### config.mk
export PLATFORM = sky130hd
export DESIGN_NAME = serial_mag_compare_flat
export DESIGN_NICKNAME = d
export VERILOG_FILES = /design/src/rtl/serial_mag_compare_if.sv /design/src/rtl/serial_mag_compare.sv /design/src/flat_wrapper.sv
export SDC_FILE = /design/constraint.sdc
export NUM_CORES = 1
export LEC_CHECK = 0
export CAP_MARGIN = 15
export CORE_MARGIN = 10
export CORE_UTILIZATION = 35
export DETAILED_ROUTE_END_ITERATION = 8
export GPL_ROUTABILITY_DRIVEN = 0
export PLACE_DENSITY = 0.68
export SYNTH_ARGS = -nofsm -noshare
export SYNTH_HDL_FRONTEND = slang
export SYNTH_SLANG_ARGS = --single-unit
### constraint.sdc
create_clock -name clk -period 7.66 [get_ports clk]
set_clock_uncertainty 0.05 [all_clocks]
set_input_delay 2.298 -clock clk [delete_from_list [all_inputs] [get_ports clk]]
set_output_delay 2.298 -clock clk [all_outputs]
set_load 0.01 [all_outputs]
### src/rtl/serial_mag_compare_if.sv
// serial_mag_compare_if: operand request and one-hot result response channels of the bit-serial comparator
interface serial_mag_compare_if #(
  parameter int WIDTH = 32,
  parameter int CNT_W = $clog2(WIDTH + 1)
);
  logic             in_valid;
  logic             in_ready;
  logic [WIDTH-1:0] a;
  logic [WIDTH-1:0] b;
  logic             out_valid;
  logic             out_ready;
  logic             res_eq;
  logic             res_gt;
  logic             res_lt;
  logic [CNT_W-1:0] cycles;
  modport master (
    output in_valid, a, b, out_ready,
    input  in_ready, out_valid, res_eq, res_gt, res_lt, cycles
  );
  modport slave (
    input  in_valid, a, b, out_ready,
    output in_ready, out_valid, res_eq, res_gt, res_lt, cycles
  );
endinterface

### src/rtl/serial_mag_compare.sv
// serial_mag_compare: MSB-first bit-serial magnitude comparator with valid/ready request and response.
// Define SERIAL_CMP_SIGNED_EN to compare operands as two's complement.
module serial_mag_compare #(
  parameter int WIDTH = 32,
  parameter int CNT_W = $clog2(WIDTH + 1)
) (
  input logic                clk,
  input logic                rst,
  serial_mag_compare_if.slave bus
);
  typedef enum logic [1:0] {IDLE, CMP, DONE} state_t;
  state_t           state, state_nx;
  logic [WIDTH-1:0] sa, sb;
  logic [CNT_W-1:0] bit_cnt, cnt;
  logic             r_eq, r_gt, r_lt, vld;
  logic             diff, last, a_wins;
  always_comb begin
    diff = sa[WIDTH-1] ^ sb[WIDTH-1];
    last = bit_cnt == '0;
`ifdef SERIAL_CMP_SIGNED_EN
    // on the sign bit a set bit means the smaller value
    a_wins = (cnt == '0) ? sb[WIDTH-1] : sa[WIDTH-1];
`else
    a_wins = sa[WIDTH-1];
`endif
    state_nx = state;
    case (state)
      IDLE:    state_nx = bus.in_valid ? CMP : IDLE;
      CMP:     state_nx = (diff || last) ? DONE : CMP;
      DONE:    state_nx = (vld && bus.out_ready) ? IDLE : DONE;
      default: state_nx = IDLE;
    endcase
  end
  always_ff @(posedge clk or posedge rst) begin
    if (rst) begin
      state   <= IDLE;
      sa      <= '0;
      sb      <= '0;
      bit_cnt <= '0;
      cnt     <= '0;
      r_eq    <= 1'b0;
      r_gt    <= 1'b0;
      r_lt    <= 1'b0;
      vld     <= 1'b0;
    end else begin
      state <= state_nx;
      if (state == IDLE && bus.in_valid) begin
        sa      <= bus.a;
        sb      <= bus.b;
        bit_cnt <= CNT_W'(WIDTH - 1);
        cnt     <= '0;
      end
      if (state == CMP) begin
        sa      <= sa << 1;
        sb      <= sb << 1;
        bit_cnt <= bit_cnt - 1'b1;
        cnt     <= cnt + 1'b1;
        if (diff || last) begin
          r_eq <= !diff;
          r_gt <= diff && a_wins;
          r_lt <= diff && !a_wins;
        end
      end
      // result is presented one clock after the decision is registered
      vld <= state == DONE && !(vld && bus.out_ready);
    end
  end
  assign bus.in_ready  = state == IDLE;
  assign bus.out_valid = vld;
  assign bus.res_eq    = vld && r_eq;
  assign bus.res_gt    = vld && r_gt;
  assign bus.res_lt    = vld && r_lt;
  assign bus.cycles    = cnt;
endmodule
### src/flat_wrapper.sv
// flat-port wrapper written by rule: the top's interface ports become plain ports
module serial_mag_compare_flat 
#(
  parameter int WIDTH = 32,
  parameter int CNT_W = $clog2(WIDTH + 1)
)
  (clk, rst, bus_in_valid, bus_a, bus_b, bus_out_ready, bus_in_ready, bus_out_valid, bus_res_eq, bus_res_gt, bus_res_lt, bus_cycles);
  serial_mag_compare_if #(.WIDTH(WIDTH), .CNT_W(CNT_W)) bus_i ();
  input logic clk;
  input logic rst;
  input wire logic [$bits(bus_i.in_valid)-1:0] bus_in_valid;
  input wire logic [$bits(bus_i.a)-1:0] bus_a;
  input wire logic [$bits(bus_i.b)-1:0] bus_b;
  input wire logic [$bits(bus_i.out_ready)-1:0] bus_out_ready;
  output wire logic [$bits(bus_i.in_ready)-1:0] bus_in_ready;
  output wire logic [$bits(bus_i.out_valid)-1:0] bus_out_valid;
  output wire logic [$bits(bus_i.res_eq)-1:0] bus_res_eq;
  output wire logic [$bits(bus_i.res_gt)-1:0] bus_res_gt;
  output wire logic [$bits(bus_i.res_lt)-1:0] bus_res_lt;
  output wire logic [$bits(bus_i.cycles)-1:0] bus_cycles;
  assign bus_i.in_valid = bus_in_valid;
  assign bus_i.a = bus_a;
  assign bus_i.b = bus_b;
  assign bus_i.out_ready = bus_out_ready;
  assign bus_in_ready = bus_i.in_ready;
  assign bus_out_valid = bus_i.out_valid;
  assign bus_res_eq = bus_i.res_eq;
  assign bus_res_gt = bus_i.res_gt;
  assign bus_res_lt = bus_i.res_lt;
  assign bus_cycles = bus_i.cycles;
  serial_mag_compare #(.WIDTH(WIDTH), .CNT_W(CNT_W)) u_core (.clk(clk), .rst(rst), .bus(bus_i));
endmodule
Word level (Yosys, flattened, before mapping). Index checks and enable logic that the tools add are counted.

Register bits: 82.

Equal/unequal tests: 2. Bitwise logic cells: 1. Reductions and logical operators: 16. Multiplexer cells: 12. Add/subtract/negate cells: 2.

Operators by type and width (number): 2-to-1 mux 32 bit (4); 2-to-1 mux 6 bit (4); logical AND 1 bit (8); adder 6 x 1 -> 6 bit, second input constant (1); zero test 6 bit (1); one-hot mux 2 bit (3 select lines) (1); subtractor 6 x 1 -> 6 bit, second input constant (1); 2-to-1 mux 2 bit (2); zero test 1 bit (3); equality test 2 x 1 -> 1 bit, second input constant (1); equality test 2 bit, second input constant (1); zero test 2 bit (1); AND reduction 2 bit (1); nonzero test 2 bit (1); logical OR 1 bit (1); 2-to-1 mux 1 bit (1); XOR 1 bit (1).

Depth between registers and ports, before layout.
Word-level depth: 4. Mapped depth: 6.

Worst setup path before layout. No wires, ideal clock.

Kind: input to register. Start: in bus_in_valid. End: reg u_core.cnt[4], in the netlist u_core.bus.cycles[4]. Data arrival time: 3059 ps. Path slack: 4422 ps. Path buffers: 1. Stages: 4. Path through: or3b_2 -> clkbuf_1 -> o211ai_1 -> o31ai_1.

Word-level cells in the longest chain between the ends: 2.

Ends and longest elaborated chain: from (decl) (line flat_wrapper.sv:11) `input wire logic [$bits(bus_i.in_valid)-1:0] bus_in_valid;`; logical AND 1 bit (line serial_mag_compare.sv:47) `if (state == IDLE && bus.in_valid) begin`; nonzero test 2 bit (no source line); to (signal assigned) (line serial_mag_compare.sv:57) `cnt <= cnt + 1'b1;`; to (decl) (line serial_mag_compare.sv:14) `logic [CNT_W-1:0] bit_cnt, cnt;`.

No other way between the ends. A chain may end at the register's enable or synchronous reset.

Worst setup path in the final report.
Start: reg u_core.state[0]. End: out bus_in_ready.

Word-level cells in the longest chain between the ends: 1.

Ends and longest elaborated chain: from (decl) (line serial_mag_compare.sv:12) `state_t state, state_nx;`; from (signal assigned) (line serial_mag_compare.sv:46) `state <= state_nx;`; zero test 2 bit (line serial_mag_compare.sv:68) `assign bus.in_ready = state == IDLE;`; to (decl) (line flat_wrapper.sv:15) `output wire logic [$bits(bus_i.in_ready)-1:0] bus_in_ready;`.

No other way between the ends.

==> out/metrics.yaml <==
finish:
  n_fill_cell: 939
  antennaDiodeCount: 0
  drive_gt1_frac: 0.0658
  stdcell_area_sq_um: 4710
  area_delta_synth_final_pct: 32.1
  fin_nets: 509
timing:
  drv_slew: 0
  rsz0062_at_grt: "no"
  finalSetupViolCount: 0
  tightest_slew_ns: 1.04
  finalSetupTns_ns: 0
  fin_crit_sh: 0.510
  max_freq_mhz: 256
  finalHoldViolations: 0
  slew_headroom: 0.306
  period_minus_slack_ns: 3.91
cts:
  cts_buffer_depth: 2
  cts_tree: "done"
  root_buffer: "clkbuf_8"
  postCtsSetupBuffers: 0
  clk_pin_slew_ns: 0.09
  htreeDepth: 3
  insertion_delay_ns: 0.34
  ctsResizeCount: 0
  clock-sinks: 82
  numCtsBuffers: 9
  cts_hold_buf: 0
power:
  netSwitchingPower_mw: 0.605
  switching_share: 0.365
  internal_power_mw: 1.05
  p_comb_frac: 0.338
  p_seq_frac: 0.442
  power.density_nw_per_um2: 352
  irDropWorstVdd_mv: 0.194
  clkPwrFrac: 0.220
  p_leak_nw: 2.21
global_routing:
  grt_use_total: 0.119
  grt_overflow: 0
  first_global_vias: 3100
  antenna_found_initial: 0
  grt_max_degree: 83
  grt_pass1_wl_um: 14600
yosys:
  yosysTopAreaCellShare: 0.576
  ys_top_cells_by_count: "nand2_1, dfrtp_1, a22oi_1"
  syn-num-nets: 441
  synthArstFlopShare: 1.00
  netlist_area_sq_um: 3560
  ys.flop_type: "dfrtp_1"
  synth_area_leaders: "dfrtp_1, nand2_1, a22oi_1"
  ys_seq_elements: 82
  syn_area_per_cell_sq_um: 9.69
  ys.warnings.count: 0
  ys_seq_area_frac: 0.576
  syn_inst: 368
  synth_top_area_cell: "dfrtp_1"
  synth.distinct_cells: 32
  synth_edf_count: 0
  yosysMostFrequentCell: "nand2_1"
drt:
  top_layer_used: "met4"
  met1Wirelength_um: 3940
  drc: 0
  wl_per_cell_um: 14.7
  num_vias: 2832
  drtIter0Drc: 194
  wirelength_um: 8440
  via_per_inst: 4.93
  firstDrtPassIters: 4
  ant_nets: 0
  dr_wl_met2_um: 3970
  routed-wl-met3_um: 481
place:
  place_area_sq_um: 4460
  port_buffers: 78
  dp_hpwl_um: 5350
floorplan:
  dieArea_sq_um: 14600
  initial_utilization: 0.361
  die_x_um: 121
  core_area_sq_um: 9860
  die_h_um: 121
  ios: 79
  rows: 36
worst_hold_path:
  min_path_cells: 2
  hold_class: "reg -> reg"
worst_setup_path:
  critPathCaptureType: "output pin"
  crit_buf_inv: 1
  critPathSlowestCell: "clkdlybuf4s50_1"
  reg2regPathDepth: 4
  crit_fanout: 9
  critical_path.cell_chain: "nor2_1 -> clkdlybuf4s50_1"
  crit_arrival_ns: 1.56
  crit_type: "reg -> out"
  critPathRequiredTime_ns: 5.31
  critical_path_depth: 2
  startpoint_type: "flop"
  cp_top_family: "buffers and inverters"
  cpPeakStageDelay_ns: 0.55
run_status:
  status: "complete, no violations"
flow_run:
  cap_violations: 0
-- final timing paths --
path	startpoint	endpoint	slack, ns
worst max-delay path	u_core.state[0]$_DFF_PP0_	bus_in_ready	3.75
worst min-delay path	u_core.sb[20]$_DFFE_PP0P_	u_core.sb[20]$_DFFE_PP0P_	0.43
worst max register to register	u_core.state[0]$_DFF_PP0_	u_core.bit_cnt[4]$_DFFE_PP0P_	5.67
worst min register to register	u_core.sb[20]$_DFFE_PP0P_	u_core.sb[20]$_DFFE_PP0P_	0.43
max in group asynchronous	rst	u_core.sb[21]$_DFFE_PP0P_	4.33
min in group asynchronous	rst	u_core.sb[8]$_DFFE_PP0P_	2.51
-- cell usage in the layout (no fill, tap or decap), drive strengths merged, types with 3 or more instances in the layout --
cell	n
ha	5
o21ai	4
nand2	138
mux2i	3
clkdlybuf4s50	78
and2	3
buf	5
nor3	3
nand3	5
dfrtp	82
a211oi	3
inv	8
nor2	3
a22oi	62
clkbuf	11
-- flip-flops by register name (all words and copies together) (netlist names) --
register and count:
u_core.bus.out_valid 1, u_core.state 2, u_core.bus.cycles 6, u_core.r_gt 1
u_core.sa 32, u_core.r_eq 1, u_core.r_lt 1, u_core.sb 32
u_core.bit_cnt 6
-- per-stage QoR --
step	utilization	hold WS (ns)	cells	total power, mW	worst slack, ns
2_1_floorplan	-	0.396	368	1.13	3.20
3_3_place_gp	0.452	0.408	557	1.28	2.82
3_5_place_dp	0.452	0.413	557	1.30	2.78
4_1_cts	0.476	0.434	573	1.67	3.15
5_1_grt	0.477	0.455	574	1.81	3.66
6_report	0.477	0.430	574	1.66	3.75
-- cells by family after synthesis --
logic type | synth area share
DFF | 0.576
muxes | 0.00842
buffers and inverters | 0.0397
AOI/OAI and AO/OA | 0.172
adders and majority gates | 0.0176
and+or+nand+nor | 0.186
-- power groups by stage --
stage	sequential [mW]	combinational [mW]	clock (mW)
after floorplan	0.702	0.424	0
after global placement	0.732	0.549	0
after detailed placement	0.740	0.565	0
after CTS	0.733	0.566	0.374
after global routing	0.761	0.652	0.397
final	0.734	0.561	0.364
-- routing by layer --
layer | track usage | vias up
met5 | 0 | -
li1 | - | 1401
met3 | 0.0368 | 5
met4 | 0.0317 | 0
met2 | 0.203 | 63
met1 | 0.142 | 1363
-- final cells by class --
cell class	count	area (sq um)	area share
multi-input combinational	252	1400	0.297
clock inverter	5	85.1	0.0181
clock buffer	11	151	0.0322
tap	133	166	0.0353
inverter	8	31.3	0.00664
timing repair buffer	83	826	0.175
sequential	82	2050	0.436
-- tightest hold or removal path, delay by kind of cell, from the launching register on --
kind | cells | cell delay [ns]
DFF | 1 | 0.35
and+or+nand+nor | 2 | 0.11
Power figures use the tool's default switching activity.
